<file path="config.mk">
export PLATFORM = sky130hd
export DESIGN_NAME = pipelined_barrel_shifter
export DESIGN_NICKNAME = d
export VERILOG_FILES = /design/src/rtl/shifter_pkg.sv /design/src/rtl/shift_stage.sv /design/src/rtl/pipelined_barrel_shifter.sv
export SDC_FILE = /design/constraint.sdc
export NUM_CORES = 1
export LEC_CHECK = 0
export CORE_UTILIZATION = 34
export CTS_CLUSTER_DIAMETER = 80
export DETAILED_ROUTE_END_ITERATION = 7
export GPL_TIMING_DRIVEN = 0
export SLEW_MARGIN = 20
export SYNTH_ARGS = -nofsm -noshare
export SYNTH_HDL_FRONTEND = slang
export SYNTH_HIERARCHICAL = 1
export SYNTH_SLANG_ARGS = --single-unit
</file>
<file path="constraint.sdc">
create_clock -name clk -period 2.6 [get_ports clk]
set_input_delay 0.65 -clock clk [delete_from_list [all_inputs] [get_ports clk]]
set_output_delay 0.65 -clock clk [all_outputs]
set_load 0.05 [all_outputs]
</file>
<file path="src/rtl/shifter_pkg.sv">
// Shared types and helpers for the pipelined barrel shifter.
//   shift_op_t  : operation encoding (ROR, ROL, SRL, SRA)
//   bit_reverse : reverses the low `width` bits of a word (upper bits return 0)
package shifter_pkg;

    typedef enum logic [1:0] {
        OP_ROR = 2'b00,
        OP_ROL = 2'b01,
        OP_SRL = 2'b10,
        OP_SRA = 2'b11
    } shift_op_t;

    // Widest operand bit_reverse can handle; callers zero-extend into this.
    localparam int unsigned MaxDataWidth = 256;

    function automatic logic [MaxDataWidth-1:0] bit_reverse(
        input logic [MaxDataWidth-1:0] data,
        input int unsigned             width
    );
        logic [MaxDataWidth-1:0] rev;
        for (int unsigned i = 0; i < MaxDataWidth; i++) begin
            rev[i] = data[MaxDataWidth-1-i];
        end
        // Full-width reversal parks the operand in the top bits; bring it back down.
        return rev >> (MaxDataWidth - width);
    endfunction

endpackage

</file>
<file path="src/rtl/shift_stage.sv">
// One combinational log-shifter stage: optionally moves the word right by DIST.
// Ports:
//   data_i : operand
//   en_i   : apply this stage's shift
//   op_i   : operation; selects the fill for the vacated top DIST bits
//   sign_i : sign bit of the original operand, used as SRA fill
//   data_o : result
module shift_stage
    import shifter_pkg::*;
#(
    parameter int unsigned DATA_WIDTH = 16,
    parameter int unsigned DIST       = 1
) (
    input  logic [DATA_WIDTH-1:0] data_i,
    input  logic                  en_i,
    input  shift_op_t             op_i,
    input  logic                  sign_i,
    output logic [DATA_WIDTH-1:0] data_o
);

    logic [DIST-1:0] fill;

    always_comb begin
        case (op_i)
            OP_SRL:  fill = '0;
            OP_SRA:  fill = {DIST{sign_i}};
            // ROR and ROL (already bit-reversed upstream) both wrap around.
            default: fill = data_i[DIST-1:0];
        endcase
        data_o = en_i ? {fill, data_i[DATA_WIDTH-1:DIST]} : data_i;
    end

endmodule

</file>
<file path="src/rtl/pipelined_barrel_shifter.sv">
// Pipelined barrel shifter: ROR / ROL / SRL / SRA with valid/ready on both sides.
// The right-only log shifter is split into register ranks of STAGES_PER_RANK stages.
// ROL is handled as reverse -> ROR -> reverse.
// Ports:
//   clk, reset_n         : clock, synchronous active-low reset
//   in_valid/in_ready    : input handshake; in_data, in_amt, in_op are the operand
//   out_valid/out_ready  : output handshake; out_data is the result
module pipelined_barrel_shifter
    import shifter_pkg::*;
#(
    parameter int unsigned DATA_WIDTH      = 16,
    parameter int unsigned SHIFT_WIDTH     = $clog2(DATA_WIDTH),
    parameter int unsigned STAGES_PER_RANK = 2
) (
    input  logic                   clk,
    input  logic                   reset_n,
    input  logic                   in_valid,
    output logic                   in_ready,
    input  logic [DATA_WIDTH-1:0]  in_data,
    input  logic [SHIFT_WIDTH-1:0] in_amt,
    input  logic [1:0]             in_op,
    output logic                   out_valid,
    input  logic                   out_ready,
    output logic [DATA_WIDTH-1:0]  out_data
);

    localparam int unsigned NRank    = (SHIFT_WIDTH + STAGES_PER_RANK - 1) / STAGES_PER_RANK;
    localparam int unsigned LastRank = NRank - 1;

    // Rank registers
    logic                   valid_q [NRank];
    logic [DATA_WIDTH-1:0]  data_q  [NRank];
    shift_op_t              op_q    [NRank];
    logic                   sign_q  [NRank];
    logic [SHIFT_WIDTH-1:0] amt_q   [NRank];

    // Rank inputs (predecessor rank, or the in_* operand for rank 0)
    logic                   rin_valid [NRank];
    logic [DATA_WIDTH-1:0]  rin_data  [NRank];
    shift_op_t              rin_op    [NRank];
    logic                   rin_sign  [NRank];
    logic [SHIFT_WIDTH-1:0] rin_amt   [NRank];

    logic [DATA_WIDTH-1:0]  data_d [NRank];
    logic [DATA_WIDTH-1:0]  st_out [SHIFT_WIDTH];

    logic [MaxDataWidth-1:0] rev_in_full;
    logic [MaxDataWidth-1:0] rev_out_full;
    logic                    advance;

    // Global stall: every rank moves together or holds together.
    assign advance  = !out_valid || out_ready;
    assign in_ready = advance;

    assign rev_in_full  = bit_reverse(MaxDataWidth'(in_data), DATA_WIDTH);
    assign rev_out_full = bit_reverse(MaxDataWidth'(data_q[LastRank]), DATA_WIDTH);

    always_comb begin
        rin_valid[0] = in_valid;
        rin_op[0]    = shift_op_t'(in_op);
        rin_data[0]  = (shift_op_t'(in_op) == OP_ROL) ? rev_in_full[DATA_WIDTH-1:0] : in_data;
        rin_sign[0]  = in_data[DATA_WIDTH-1];
        rin_amt[0]   = in_amt;
        for (int unsigned k = 1; k < NRank; k++) begin
            rin_valid[k] = valid_q[k-1];
            rin_data[k]  = data_q[k-1];
            rin_op[k]    = op_q[k-1];
            rin_sign[k]  = sign_q[k-1];
            rin_amt[k]   = amt_q[k-1];
        end
    end

    // Stage s sits in rank s / STAGES_PER_RANK; the first stage of a rank takes
    // the rank input, the others chain from the previous stage.
    for (genvar s = 0; s < SHIFT_WIDTH; s++) begin : g_stage
        localparam int unsigned Rank = s / STAGES_PER_RANK;
        logic [DATA_WIDTH-1:0] stage_in;

        if (s % STAGES_PER_RANK == 0) begin : g_first
            assign stage_in = rin_data[Rank];
        end else begin : g_chain
            assign stage_in = st_out[s-1];
        end

        shift_stage #(
            .DATA_WIDTH (DATA_WIDTH),
            .DIST       (2 ** s)
        ) u_stage (
            .data_i (stage_in),
            .en_i   (rin_amt[Rank][s]),
            .op_i   (rin_op[Rank]),
            .sign_i (rin_sign[Rank]),
            .data_o (st_out[s])
        );
    end

    for (genvar k = 0; k < NRank; k++) begin : g_rank_out
        localparam int unsigned End =
            ((k + 1) * STAGES_PER_RANK < SHIFT_WIDTH) ? (k + 1) * STAGES_PER_RANK : SHIFT_WIDTH;
        assign data_d[k] = st_out[End-1];
    end

    always_ff @(posedge clk) begin
        if (!reset_n) begin
            for (int unsigned k = 0; k < NRank; k++) begin
                valid_q[k] <= 1'b0;
                data_q[k]  <= '0;
                op_q[k]    <= OP_ROR;
                sign_q[k]  <= 1'b0;
                amt_q[k]   <= '0;
            end
        end else if (advance) begin
            for (int unsigned k = 0; k < NRank; k++) begin
                valid_q[k] <= rin_valid[k];
                data_q[k]  <= data_d[k];
                op_q[k]    <= rin_op[k];
                sign_q[k]  <= rin_sign[k];
                amt_q[k]   <= rin_amt[k];
            end
        end
    end

    assign out_valid = valid_q[LastRank];
    // ROL results are still bit-reversed in the last rank; undo that here.
    assign out_data  = (op_q[LastRank] == OP_ROL) ? rev_out_full[DATA_WIDTH-1:0]
                                                  : data_q[LastRank];

    // Consumed amount bits, last-rank sign/amt and reversal headroom are
    // intentionally left unused.
    logic unused_bits;
    always_comb begin
        unused_bits = ^{rev_in_full, rev_out_full, sign_q[LastRank]};
        for (int unsigned k = 0; k < NRank; k++) begin
            unused_bits = unused_bits ^ (^rin_amt[k]) ^ (^amt_q[k]);
        end
    end

endmodule

</file>
==> results of run 1 <==
through the flow:
step	hold slack, ns	total power [mW]	instances
floorplan	0.5310	1.396	240
global placement	0.5348	1.559	410
detailed placement	0.5438	1.569	411
CTS	0.5672	1.918	418
global route	0.6045	1.988	418
finish	0.5642	1.893	418
cell families (layout without fill, tap and decap cells):
group                  count (synthesis)  after routing
AOI/OAI and AO/OA                     15             15
buffers and inverters                 22             71
DFF                                   41             41
muxes                                 81             81
and+or+nand+nor                       81             81
per-layer routing:
| layer | wire length, um | GRT usage [%] | part of all wire, % |
|---|---|---|---|
| met1 | 2253 | 11.55 | 42 |
| met2 | 2791 | 21.60 | 52 |
| met4 | 72 | 3.902 | 1.4 |
| met5 | 0 | 0 | 0 |
| met3 | 216 | 2.437 | 4.1 |
path summary, 6_finish.rpt:
kind | to | slack, ns
worst max-delay path | in_ready | 0.18
worst min-delay path | valid_q[0][1] | 0.56
worst min register to register | valid_q[0][1] | 0.56
worst max register to register | data_q[0][23] | 0.94
sequential cells by signal, indices dropped and copies added, names as in the netlist:
name and cells:
data_q 32, op_q 4, amt_q 2, valid_q 2, sign_q 1
layout by cell type, fill, tap and decap left out, types with 2 or more instances in the layout:
cell type / count
a31oi_1: 15
nor2_1: 15
buf_4: 2
dlygate4sd2_1: 18
clkdlybuf4s50_1: 22
nand2b_1: 15
buf_12: 2
mux2_4: 62
buf_6: 9
nand2b_4: 2
and3b_1: 35
clkbuf_1: 8
mux2_2: 19
nand3_1: 3
and3b_2: 6
clkbuf_8: 5
edfxtp_1: 41
nor2b_4: 3
layout make-up:
type,instances,area [um^2]
fill,918,5348
multi-input combinational,177,1856
sequential,41,1231
timing repair buffer,42,410.4
buffer,21,197.7
tap,129,161.4
clock buffer,6,72.57
clock inverter,1,3.754
inverter,1,3.754
worst reg2reg max path: stages, from the launching register on:
cell and delay (ns):
edfxtp_1 0.56, nand3_1 0.25, a31oi_1 0.14, mux2_4 0.27
and3b_2 0.19
power by group through the flow:
stage	Clock [mW]	Combinational (mW)	Sequential [mW]
floorplan	0	0.541	0.855
global placement	0	0.700	0.859
detailed placement	0	0.707	0.863
CTS	0.387	0.683	0.848
global route	0.411	0.722	0.856
finish	0.371	0.676	0.846
==> flow_summary_export.csv, run 1 <==
group,metric,value,unit
synth,yosys.area_share.simple,18.71,%
clocking,root_buffer,"clkbuf_8",
layout,drive_gt1_share,39.79,%
power_and_ir_drop,clkPwrFrac,19.6,%
layout,antenna_cells,0,
detailed_routing,first_pass_iters,4,
timing,tns,0,ns
detailed_routing,routed_wl,5333,um
min_path,min_path_type,"flip-flop to flip-flop",
clocking,cts_resized,22,
timing,post-route-min-period,2.417,ns
synth,yosys.area_share.adder,0,%
synth,syn-cell-area,3283,um^2
synth,synth_area_leaders,"edfxtp_1 38%, mux2_4 28%, and3b_1 9.3%",
timing,slew_headroom,67.27,%
setup_path,reg2reg_depth,4,
clocking,cts_hold_buf,0,
timing,fmax,413.7,MHz
timing,worst_pin_slew,0.4894,ns
global_route,grt-ovfl-total,0,
setup_path,path_cells,"clkdlybuf4s50_1, nor2b_4, buf_4, inv_1, buf_2",
min_path,worstHoldStart,"valid_q[0][0]",
floorplanning,start_util,35.36,%
detailed_routing,vias,1932,
timing,worst_slack,0.1827,ns
setup_path,cp-startpoint,"out_ready",
synth,seq_area_frac_synth,37.50,%
detailed_routing,drt_iter0_drc,26,
power_and_ir_drop,swShare,28.74,%
power_and_ir_drop,power.density,480.9,nW/um^2
detailed_routing,ant_nets,0,
setup_path,reg2reg_from,"op_q[0][1]",
setup_path,worst_path_max_delay_cell,"clkdlybuf4s50_1",
power_and_ir_drop,switchingPower,0.5440,mW
global_route,grt_pass1_vias,1858,
setup_path,required,1.95,ns
synth,synth_cells,240,
floorplanning,ioPinCount,44,
min_path,min_path_cells,1,
synth,syn_nets,266,
clocking,cts_tree,"done",
synth,yosysMostFrequentCell,"mux2_4",
setup_path,critPathTopFamily,"buffers and inverters",
floorplanning,core_region_area,9284,um^2
global_route,grt_first_pass_wirelength,8859,um
detailed_routing,via_per_inst,4.622,
place,gp_congestion,0.8098,
setup_path,worst_setup_path_start_kind,"input pin",
timing,slew_viol_final,0,
clocking,cts_setup_buffers,0,
layout,design_area,3936,um^2
place,port-buffer-count,41,
clocking,h-tree-depth,2,
timing,fin_crit_sh,92.97,%
synth,synth_xor_area_share,0,%
clocking,path_clk_slew,0.07,ns
synth,synthArstFlopShare,0,%
synth,synth_edf_count,41,
synth,synth_compound_area_share,2.858,%
timing,rsz0062_at_grt,"false",
floorplanning,std_cell_rows,35,
setup_path,cp.depth,5,
clocking,cts_sinks,41,
floorplanning,die_area,10050,um^2
detailed_routing,drc_errors,0,
floorplanning,die_x,100.3,um
power_and_ir_drop,p_int,1.349,mW
synth,synth_top_family_by_area,"multiplexers",
global_route,track_usage,11.08,%
setup_path,critPathMaxFanout,10,
synth,synth_cell_types,20,
status,outcome,"complete, no violations",
layout,nets,315,
layout,fin_util,42.40,%
clocking,insertion_delay,0.29,ns
clocking,cts_max_path_buffers,2,
synth,ys.flop_type,"edfxtp_1",
global_route,antenna_found_initial,0,
setup_path,worstSetupPathType,"input pin to output pin",
floorplanning,dieHeight,100.3,um
synth,muxShareOfSynthArea,34.87,%
setup_path,max_stage_delay,0.44,ns
synth,ys_warn_count,6,
layout,area_growth,19.89,%
place,place_ws,-0.3701,ns
global_route,grt_max_degree,28,
power_and_ir_drop,vdd_drop_max,0.1910,mV
setup_path,crit_buf_inv,4,
timing,setup_viol,0,
job,cap_viol_max_count,0,
power_and_ir_drop,p_comb_share,35.7,%
synth,yosysTopAreaCellShare,37.50,%
detailed_routing,wl_per_cell,12.76,um
power_and_ir_drop,p_leak,1.763,nW
synth,ys_seq_elements,41,
setup_path,cp-end-kind,"output pin",
synth,synth_top_cell_by_area,"edfxtp_1",
synth,avgSynthCellArea,13.68,um^2
power_and_ir_drop,p_seq_share,44.7,%
clocking,cts_buffers,5,
setup_path,arrival,1.77,ns
timing,skew,0.005303,ns
place,dp_hpwl,4350,um
timing,hold_viol,0,
synth,yosys-top-cells-count,"62 x mux2_4, 41 x edfxtp_1, 35 x and3b_1",
place,dpl_cell_area,3885,um^2
(Power assumes the default switching activity.)
==> run 2: changes to the inputs <==
--- a/config.mk
+++ b/config.mk
@@ -5,10 +5,11 @@
 export SDC_FILE = /design/constraint.sdc
 export NUM_CORES = 1
 export LEC_CHECK = 0
-export CORE_UTILIZATION = 34
+export CORE_UTILIZATION = 50
 export CTS_CLUSTER_DIAMETER = 80
 export DETAILED_ROUTE_END_ITERATION = 7
 export GPL_TIMING_DRIVEN = 0
+export PLACE_DENSITY = 0.74
 export SLEW_MARGIN = 20
 export SYNTH_ARGS = -nofsm -noshare
 export SYNTH_HDL_FRONTEND = slang
==> flow_summary_export.csv, run 2 (synthesized netlist as in run 1, its figures left out) <==
group,metric,value,unit
global_route,grt-ovfl-total,0,
power_and_ir_drop,vdd_drop_max,0.3224,mV
power_and_ir_drop,p_seq_share,45.0,%
clocking,cts_setup_buffers,0,
power_and_ir_drop,p_leak,1.763,nW
floorplanning,die_x,83.03,um
timing,skew,0.005894,ns
global_route,antenna_found_initial,0,
timing,post-route-min-period,2.409,ns
clocking,root_buffer,"clkbuf_8",
floorplanning,start_util,51.70,%
power_and_ir_drop,power.total,1.882,mW
timing,fmax,415.1,MHz
layout,antenna_cells,0,
detailed_routing,drc_errors,0,
floorplanning,ioPinCount,44,
power_and_ir_drop,power.density,486.1,nW/um^2
setup_path,required,1.95,ns
setup_path,worst_setup_path_start_kind,"input pin",
detailed_routing,wl_per_cell,13.34,um
status,outcome,"complete, no violations",
timing,rsz0062_at_grt,"false",
clocking,cts_buffers,5,
layout,design_area,3871,um^2
detailed_routing,first_pass_iters,4,
timing,tns,0,ns
detailed_routing,vias,1965,
layout,mostFrequentLayoutCells,"62 x mux2_4, 41 x edfxtp_1, 35 x and3b_1, 22 x clkdlybuf4s50_1, 19 x mux2_2",
global_route,grt_first_pass_wirelength,8424,um
setup_path,critPathMaxFanout,10,
timing,setup_viol,0,
power_and_ir_drop,clkPwrFrac,19.3,%
layout,drive_gt1_share,39.79,%
floorplanning,core_region_area,6350,um^2
floorplanning,die_area,6894,um^2
power_and_ir_drop,swShare,28.32,%
place,gp_congestion,0.8290,
layout,largest_reg_flops,32,
layout,regMostFlops,"data_q",
place,port-buffer-count,41,
floorplanning,dieHeight,83.03,um
timing,hold_viol,0,
layout,top_regs,"data_q (32), op_q (4)",
clocking,path_clk_slew,0.07,ns
min_path,min_path_type,"flip-flop to flip-flop",
timing,slew_viol_final,0,
setup_path,cp-end-kind,"output pin",
detailed_routing,ant_nets,0,
setup_path,worstSetupPathType,"input pin to output pin",
min_path,min_path_cells,1,
layout,nets,315,
power_and_ir_drop,p_comb_share,35.6,%
detailed_routing,drt_iter0_drc,46,
setup_path,reg2reg_depth,4,
global_route,grt_max_degree,25,
detailed_routing,routed_wl,4883,um
power_and_ir_drop,p_int,1.349,mW
timing,fin_crit_sh,92.65,%
clocking,h-tree-depth,2,
setup_path,arrival,1.76,ns
timing,worst_pin_slew,0.4893,ns
detailed_routing,via_per_inst,5.369,
place,dp_hpwl,4019,um
clocking,insertion_delay,0.28,ns
layout,area_growth,17.91,%
floorplanning,std_cell_rows,29,
global_route,grt_pass1_vias,1885,
clocking,cts_sinks,41,
clocking,cts_max_path_buffers,2,
timing,slew_headroom,67.28,%
power_and_ir_drop,switchingPower,0.5329,mW
layout,fillers,524,
global_route,track_usage,15.27,%
clocking,cts_tree,"done",
layout,final_common_cell,"mux2_4",
job,cap_viol_max_count,0,
place,dpl_cell_area,3820,um^2
[run 2: cell counts in the layout (fill, tap and decap cells not counted)]
Identical to the previous run, type by type.
[run 2: area by class of cell]
type / instances / area, um^2 / share of cell area, %
buffer: 21 / 197.7 / 5.107
clock inverter: 1 / 3.754 / 0.09696
inverter: 1 / 3.754 / 0.09696
sequential: 41 / 1231 / 31.80
clock buffer: 6 / 72.57 / 1.875
tap: 77 / 96.34 / 2.489
multi-input combinational: 177 / 1856 / 47.93
timing repair buffer: 42 / 410.4 / 10.60
[run 2: worst paths after layout]
path	from	to	slack, ns
worst min-delay path	valid_q[0][0]	valid_q[0][1]	0.57
worst max register to register	op_q[0][1]	data_q[0][23]	0.91
worst max-delay path	out_ready	in_ready	0.19
worst min register to register	valid_q[0][0]	valid_q[0][1]	0.57
[run 2: metrics by stage]
stage	util, %	worst slack [ns]	std cells	hold WS (ns)
after global routing	60.97	0.1280	366	0.6004
after CTS	61.06	0.05159	366	0.5654
after floorplan	-	0.3020	240	0.5310
final	60.97	0.1910	366	0.5658
after global placement	59.68	-0.5693	358	0.5341
after detailed placement	60.16	-0.3752	359	0.5450
[run 2: worst max-delay path, stage by stage]
cell             delay (ns)
clkdlybuf4s50_1        0.44
nor2b_4                0.20
buf_4                  0.21
inv_1                  0.05
buf_2                  0.20
[run 2: layer usage]
layer	GRT usage (%)	wire (um)	up-vias
met5	0	0	-
met4	8.777	168	0
met3	2.187	122	13
met2	29.66	2780	49
met1	15.28	1812	908
li1	-	-	995
[run 2: timing repair]
item	in CTS	in global routing
hold buffers	0	0
endpoints found under the hold margin	0	0
gates resized for setup	22	2
endpoints found under the setup margin	26	1
[run 2: power groups by stage]
| stage | Sequential, mW | Clock, mW | Combinational [mW] |
|---|---|---|---|
| 2_1_floorplan | 0.855 | 0 | 0.541 |
| 3_3_place_gp | 0.859 | 0 | 0.691 |
| 3_5_place_dp | 0.863 | 0 | 0.701 |
| 4_1_cts | 0.849 | 0.372 | 0.678 |
| 5_1_grt | 0.855 | 0.393 | 0.721 |
| 6_report | 0.847 | 0.364 | 0.670 |
